`src/rtl/cpu_sram_like_bridge_if.sv`:
```
// cpu_sram_like_bridge_if: sram-like bus between the bridge (master) and the bus arbiter (slave).
interface cpu_sram_like_bridge_if #(
    parameter int ADDR_W = 32
);
    logic              bus_req;
    logic              bus_wr;
    logic [1:0]        bus_size;
    logic [ADDR_W-1:0] bus_addr;
    logic [31:0]       bus_wdata;
    logic              bus_addr_ok;
    logic              bus_data_ok;
    logic [31:0]       bus_rdata;

    modport master (
        output bus_req, bus_wr, bus_size, bus_addr, bus_wdata,
        input  bus_addr_ok, bus_data_ok, bus_rdata
    );

    modport slave (
        input  bus_req, bus_wr, bus_size, bus_addr, bus_wdata,
        output bus_addr_ok, bus_data_ok, bus_rdata
    );
endinterface

```
`src/rtl/cpu_sram_like_bridge.sv`:
```
// cpu_sram_like_bridge: CPU SRAM port to sram-like req/addr_ok/data_ok bus, with stall and flush discard.
// Define BRIDGE_FIXED_MMU_EN to map kseg0/kseg1 addresses to physical on bus_addr.
module cpu_sram_like_bridge #(
    parameter int         ADDR_W        = 32,
    parameter int         DISCARD_DEPTH = 2,
    parameter logic [1:0] READ_SIZE     = 2'd2
) (
    input  logic                   clk,
    input  logic                   resetn,
    input  logic                   cpu_en,
    input  logic [3:0]             cpu_wen,
    input  logic [ADDR_W-1:0]      cpu_addr,
    input  logic [31:0]            cpu_wdata,
    input  logic                   cpu_flush,
    output logic [31:0]            cpu_rdata,
    output logic                   cpu_stall,
    output logic                   busy,
    cpu_sram_like_bridge_if.master bus
);
    localparam int CW = $clog2(DISCARD_DEPTH + 1);

    typedef enum logic [1:0] {IDLE, REQ, WAIT, DONE} state_e;

    state_e            state_q, state_d;
    logic [CW-1:0]     discard_q, discard_d;
    logic              cancel_q, cancel_d;
    logic [3:0]        wen_q, wen_d;
    logic [ADDR_W-1:0] addr_q, addr_d, phys;
    logic [31:0]       wdata_q, wdata_d, rdata_q, rdata_d;
    logic              room, drop, live_ok, kill, req;
    logic [1:0]        size;

    assign room    = discard_q < CW'(DISCARD_DEPTH);
    assign drop    = bus.bus_data_ok && discard_q != '0;
    assign live_ok = bus.bus_data_ok && discard_q == '0;
    assign req     = state_q == REQ;

    // Non-contiguous enable patterns fall back to a word access.
    assign size = (wen_q == 4'b0000) ? READ_SIZE :
                  (wen_q == 4'b0011 || wen_q == 4'b1100) ? 2'd1 :
                  ((wen_q & (wen_q - 4'd1)) == 4'd0) ? 2'd0 : 2'd2;

`ifdef BRIDGE_FIXED_MMU_EN
    assign phys = (addr_q[ADDR_W-1 -: 2] == 2'b10) ? {3'b000, addr_q[ADDR_W-4:0]} : addr_q;
`else
    assign phys = addr_q;
`endif

    always_ff @(posedge clk or negedge resetn) begin
        if (!resetn) begin
            state_q   <= IDLE;
            discard_q <= '0;
            cancel_q  <= 1'b0;
            wen_q     <= 4'd0;
            addr_q    <= '0;
            wdata_q   <= 32'd0;
            rdata_q   <= 32'd0;
        end else begin
            state_q   <= state_d;
            discard_q <= discard_d;
            cancel_q  <= cancel_d;
            wen_q     <= wen_d;
            addr_q    <= addr_d;
            wdata_q   <= wdata_d;
            rdata_q   <= rdata_d;
        end
    end

    // A flush coinciding with addr_ok counts as cancelled: the response is already owed.
    always_comb begin
        state_d  = state_q;
        cancel_d = cancel_q;
        wen_d    = wen_q;
        addr_d   = addr_q;
        wdata_d  = wdata_q;
        rdata_d  = rdata_q;
        kill     = 1'b0;
        case (state_q)
            IDLE: if (cpu_en && !cpu_flush && room) begin
                state_d = REQ;
                wen_d   = cpu_wen;
                addr_d  = cpu_addr;
                wdata_d = cpu_wdata;
            end
            REQ: if (bus.bus_addr_ok) begin
                state_d  = (cancel_q || cpu_flush) ? IDLE : WAIT;
                kill     = cancel_q || cpu_flush;
                cancel_d = 1'b0;
            end else if (cpu_flush) begin
                cancel_d = 1'b1;
            end
            WAIT: if (cpu_flush) begin
                state_d = IDLE;
                kill    = !live_ok;
            end else if (live_ok) begin
                state_d = DONE;
                rdata_d = bus.bus_rdata;
            end
            default: state_d = IDLE;
        endcase
        discard_d = discard_q + CW'(kill) - CW'(drop);
    end

    always_comb begin
        bus.bus_req   = req;
        bus.bus_wr    = req && wen_q != 4'd0;
        bus.bus_size  = req ? size : 2'd0;
        bus.bus_addr  = req ? phys : '0;
        bus.bus_wdata = req ? wdata_q : 32'd0;
        cpu_rdata     = (state_q == DONE) ? rdata_q : 32'd0;
        cpu_stall     = resetn && ((state_q == IDLE) ? cpu_en :
                                   (state_q == REQ)  ? (cancel_q ? cpu_en : 1'b1) :
                                   (state_q == WAIT));
        busy          = state_q != IDLE || discard_q != '0;
    end
endmodule

```
`src/flat_wrapper.sv`:
```
// flat-port wrapper written by rule: the top's interface ports become plain ports
module cpu_sram_like_bridge_flat 
#(
    parameter int         ADDR_W        = 32,
    parameter int         DISCARD_DEPTH = 2,
    parameter logic [1:0] READ_SIZE     = 2'd2
)
  (clk, resetn, cpu_en, cpu_wen, cpu_addr, cpu_wdata, cpu_flush, cpu_rdata, cpu_stall, busy, bus_bus_req, bus_bus_wr, bus_bus_size, bus_bus_addr, bus_bus_wdata, bus_bus_addr_ok, bus_bus_data_ok, bus_bus_rdata);
  cpu_sram_like_bridge_if #(.ADDR_W(ADDR_W)) bus_i ();
  input  logic clk;
  input  logic resetn;
  input  logic cpu_en;
  input  logic [3:0] cpu_wen;
  input  logic [ADDR_W-1:0] cpu_addr;
  input  logic [31:0] cpu_wdata;
  input  logic cpu_flush;
  output logic [31:0] cpu_rdata;
  output logic cpu_stall;
  output logic busy;
  output wire logic [$bits(bus_i.bus_req)-1:0] bus_bus_req;
  output wire logic [$bits(bus_i.bus_wr)-1:0] bus_bus_wr;
  output wire logic [$bits(bus_i.bus_size)-1:0] bus_bus_size;
  output wire logic [$bits(bus_i.bus_addr)-1:0] bus_bus_addr;
  output wire logic [$bits(bus_i.bus_wdata)-1:0] bus_bus_wdata;
  input wire logic [$bits(bus_i.bus_addr_ok)-1:0] bus_bus_addr_ok;
  input wire logic [$bits(bus_i.bus_data_ok)-1:0] bus_bus_data_ok;
  input wire logic [$bits(bus_i.bus_rdata)-1:0] bus_bus_rdata;
  assign bus_bus_req = bus_i.bus_req;
  assign bus_bus_wr = bus_i.bus_wr;
  assign bus_bus_size = bus_i.bus_size;
  assign bus_bus_addr = bus_i.bus_addr;
  assign bus_bus_wdata = bus_i.bus_wdata;
  assign bus_i.bus_addr_ok = bus_bus_addr_ok;
  assign bus_i.bus_data_ok = bus_bus_data_ok;
  assign bus_i.bus_rdata = bus_bus_rdata;
  cpu_sram_like_bridge #(.ADDR_W(ADDR_W), .DISCARD_DEPTH(DISCARD_DEPTH), .READ_SIZE(READ_SIZE)) u_core (.clk(clk), .resetn(resetn), .cpu_en(cpu_en), .cpu_wen(cpu_wen), .cpu_addr(cpu_addr), .cpu_wdata(cpu_wdata), .cpu_flush(cpu_flush), .cpu_rdata(cpu_rdata), .cpu_stall(cpu_stall), .busy(busy), .bus(bus_i));
endmodule
```
`config.mk`:
```
export PLATFORM = sky130hd
export DESIGN_NAME = cpu_sram_like_bridge_flat
export DESIGN_NICKNAME = d
export VERILOG_FILES = /design/src/rtl/cpu_sram_like_bridge_if.sv /design/src/rtl/cpu_sram_like_bridge.sv /design/src/flat_wrapper.sv
export SDC_FILE = /design/constraint.sdc
export NUM_CORES = 1
export LEC_CHECK = 0
export CAP_MARGIN = 10
export CORE_UTILIZATION = 39
export DETAILED_ROUTE_END_ITERATION = 8
export GPL_ROUTABILITY_DRIVEN = 0
export PLACE_DENSITY = 0.85
export SYNTH_ARGS = -nofsm -noshare
export SYNTH_HDL_FRONTEND = slang
export SYNTH_SLANG_ARGS = --single-unit
export TNS_END_PERCENT = 100
```
`constraint.sdc`:
```
create_clock -name clk -period 1.95 [get_ports clk]
set_clock_uncertainty 0.15 [all_clocks]
set_input_delay 0.39 -clock clk [delete_from_list [all_inputs] [get_ports clk]]
set_output_delay 0.39 -clock clk [all_outputs]
set_load 0.1 [all_outputs]
```
==> flow_metrics.env <==
export IMPL_drtIter0Drc=119
export IMPL_antenna_found_initial=1
export IMPL_clock_latency_ps=350
export IMPL_worstMarginPinSlew_ps=552
export IMPL_port_buffers=207
export IMPL_core_mm2=0.0121
export IMPL_fillCellCount=732
export IMPL_cp_common_cell="buf_12"
export IMPL_clk_path_buf_depth=2
export IMPL_ioPinCount=208
export IMPL_rows=40
export IMPL_dp_cells=743
export IMPL_die_x_um=113
export IMPL_setup_viol=131
export IMPL_netlist_area_mm2=0.00483
export IMPL_fin_area_mm2=0.00926
export IMPL_grt_max_degree=106
export IMPL_syn_inst=371
export IMPL_critPathLaunchType="register"
export IMPL_rr_startpoint="u_core.state_q[1]$_DFFE_PN0P_"
export IMPL_grt_use_total_pct=22.5
export IMPL_yosys_warnings=0
export IMPL_antenna_left=0
export IMPL_finalHoldViolations=0
export IMPL_hold_path_class="input port to async pin"
export IMPL_synth_largest_area_cell="dfrtp_1"
export IMPL_syn_nets=484
export IMPL_post_dp_cell_area_mm2=0.00839
export IMPL_slew_headroom_pct=63.2
export IMPL_cp_slowest_cell="dfrtp_1"
export IMPL_startpoint="u_core.state_q[1]$_DFFE_PN0P_"
export IMPL_r2r_cells=10
export IMPL_synth_area_per_cell_um2=13.0
export IMPL_dieHeight_um=113
export IMPL_nNetsFinal=721
export IMPL_status="complete, but fails checks"
export IMPL_worstPathRequired_ps=1410
export IMPL_crit_fanout=8
export IMPL_p_per_area_mw_per_mm2=1950
export IMPL_pre_cts_slack_ps=-440
export IMPL_grt_pass1_vias=4191
export IMPL_finalSetupTns_ps=-27440
export IMPL_synth_seq_cells=105
export IMPL_synth_area_leaders="dfrtp_1 54%, mux2_2 19%, and2_1 13%"
export IMPL_grt_pass1_wl_um=21900
export IMPL_crit_chain="inv_2 > ha_4 > buf_6 > buf_12 > a21boi_4 > buf_12"
export IMPL_syn_to_final_growth_pct=91.6
export IMPL_irDropWorstVdd_uv=1250
export IMPL_power_leakage_uw=0.00409
export IMPL_dieArea_mm2=0.0128
export IMPL_fin_crit_ps=2250
export IMPL_slew_viol_final=0
export IMPL_cts_hold_buf=0
export IMPL_dr_pass1_iters=4
export IMPL_route_detailed_drc=0
export IMPL_drive_gt1_share_pct=58.6
export IMPL_dp_hpwl_um=9530
export IMPL_final_cells=782
export IMPL_yosysTopAreaCellShare_pct=54.4
export IMPL_p_total_uw=18000
export IMPL_end_kind="primary output"
export IMPL_rsz0062_at_grt="true"
export IMPL_slowest_delay_ps=420
export IMPL_r2r_slack_ps=-130
export IMPL_avgRoutedWirePerCell_um=18.3
export IMPL_htreeDepth=3
export IMPL_wirelength_um=14300
export IMPL_initial_core_util_pct=40.1
export IMPL_fin_crit_sh_pct=116
export IMPL_setup_ws_ps=-304
export IMPL_vias=3779
export IMPL_critical_path_class="register to primary output"
export IMPL_clk_pin_slew_ps=70
export IMPL_root_buffer="clkbuf_16"
export IMPL_vias_per_cell=4.83
export IMPL_regToRegEndpoint="u_core.discard_q[1]$_DFF_PN0_"
export IMPL_drv_cap=0
export IMPL_synth_distinct_cells=31
export IMPL_gr_total_overflow=0
export IMPL_violations="setup timing"
export IMPL_yosysSeqAreaShare_pct=54.4
export IMPL_arrival_ps=1710
export IMPL_cts_tree="done"
export IMPL_numCtsBuffers=9
export IMPL_clock_fmax_mhz=444
export IMPL_cts_sinks=105
## sequential cells by signal, summed over array words and instances (netlist names)
signal and flops:
u_core.rdata_q 32, u_core.addr_q 32, u_core.wen_q 4, u_core.wdata_q 32, u_core.discard_q 2, u_core.cancel_q 1, u_core.state_q 2
## synthesized netlist by cell type
cell type and number:
a21boi_0 1, a21oi_1 3, a221o_1 1, a222oi_1 1, a22oi_1 1, and2_1 97, and3_1 2, buf_2 3
buf_4 4, buf_6 1, buf_8 2, clkbuf_1 11, dfrtp_1 105, ha_1 7, inv_1 6, mux2_1 20
mux2_2 81, mux2i_1 1, nand2_1 2, nand3_1 1, nand4_1 1, nor2_1 6, nor2_4 1, nor2b_1 3
o21a_1 1, o21ai_0 2, o22ai_1 1, o31ai_1 1, or3b_2 1, or3b_4 1, xnor2_1 3
## cells in the final DEF, fill, tap and decap left out, types with 4 or more instances in the layout
cell type,count
inv_1,4
and2_2,37
nor2_1,4
clkdlybuf4s50_1,101
dfrtp_1,103
mux2_1,17
buf_6,6
mux2_2,80
and2_4,58
buf_4,16
buf_12,110
clkbuf_16,14
mux2_4,4
## timing repair
| item | in CTS | in global routing |
|---|---|---|
| gates resized for setup | 47 | 31 |
| pin swaps | 6 | 17 |
| cloned | 5 | 5 |
| endpoints found under the setup margin | 203 | 205 |
| buffers inserted | 8 | 4 |
| endpoints found under the hold margin | 0 | 0 |
## worst max path at each step
stage | slack (ps) | cells after the start | end
6_report | -300 | 6 | bus_bus_wr
5_1_grt | -370 | 6 | bus_bus_wr
4_1_cts | -280 | 6 | bus_bus_addr[5]
3_5_place_dp | -440 | 7 | u_core.discard_q[1]$_DFF_PN0_
3_3_place_gp | -400 | 7 | u_core.discard_q[1]$_DFF_PN0_
2_1_floorplan | -370 | 5 | bus_bus_wr
## through the flow
| step | utilization, % | hold WS [ps] |
|---|---|---|
| after floorplan | - | -55.6 |
| after global placement | 69.5 | 313 |
| after detailed placement | 69.5 | 322 |
| after CTS | 74.7 | 12.3 |
| after global routing | 76.7 | 51.5 |
| final | 76.7 | 4.87 |
## critical path: cells and delay by family, from the launching register on
kind,cells,cell delay (ps)
buf+inv,4,550
fa+ha+maj,1,190
flops,1,420
compound gates,1,190
## power breakdown
group / switching, uW / internal (uW)
clock network: 840 / 996
registers: 544 / 3120
logic: 7160 / 5360
total: 8540 / 9470
## cell families (layout without fill, tap and decap cells)
family | count (synthesis) | count (layout) | share of synthesized area, %
adders and majority gates | 7 | 7 | 1.81
other | 0 | 1 | 0
muxes | 102 | 102 | 23.8
and+or+nand+nor | 115 | 115 | 14.7
AOI/OAI and AO/OA | 12 | 12 | 1.68
xor gates and xnor gates | 3 | 3 | 0.544
DFF | 105 | 105 | 54.4
buffers and inverters | 27 | 269 | 3.11
## layer usage
| layer | GRT usage, % | share of wire (%) |
|---|---|---|
| met5 | 0 | 0 |
| met1 | 24.6 | 37 |
| met2 | 40.2 | 54 |
| met4 | 11.8 | 3.3 |
| met3 | 5.84 | 5.8 |
## final cells by class
| type | instances | area (um^2) | share of cell area (%) |
|---|---|---|---|
| Sequential cell | 105 | 2630 | 28.4 |
| Clock inverter | 7 | 70.1 | 0.757 |
| Antenna cell | 1 | 2.50 | 0.0270 |
| Tap cell | 168 | 210 | 2.27 |
| Multi-Input combinational cell | 239 | 2370 | 25.6 |
| Clock buffer | 9 | 225 | 2.43 |
| Timing Repair Buffer | 247 | 3730 | 40.3 |
| Inverter | 6 | 22.5 | 0.243 |
No activity file was read; power rests on OpenSTA's default activity.
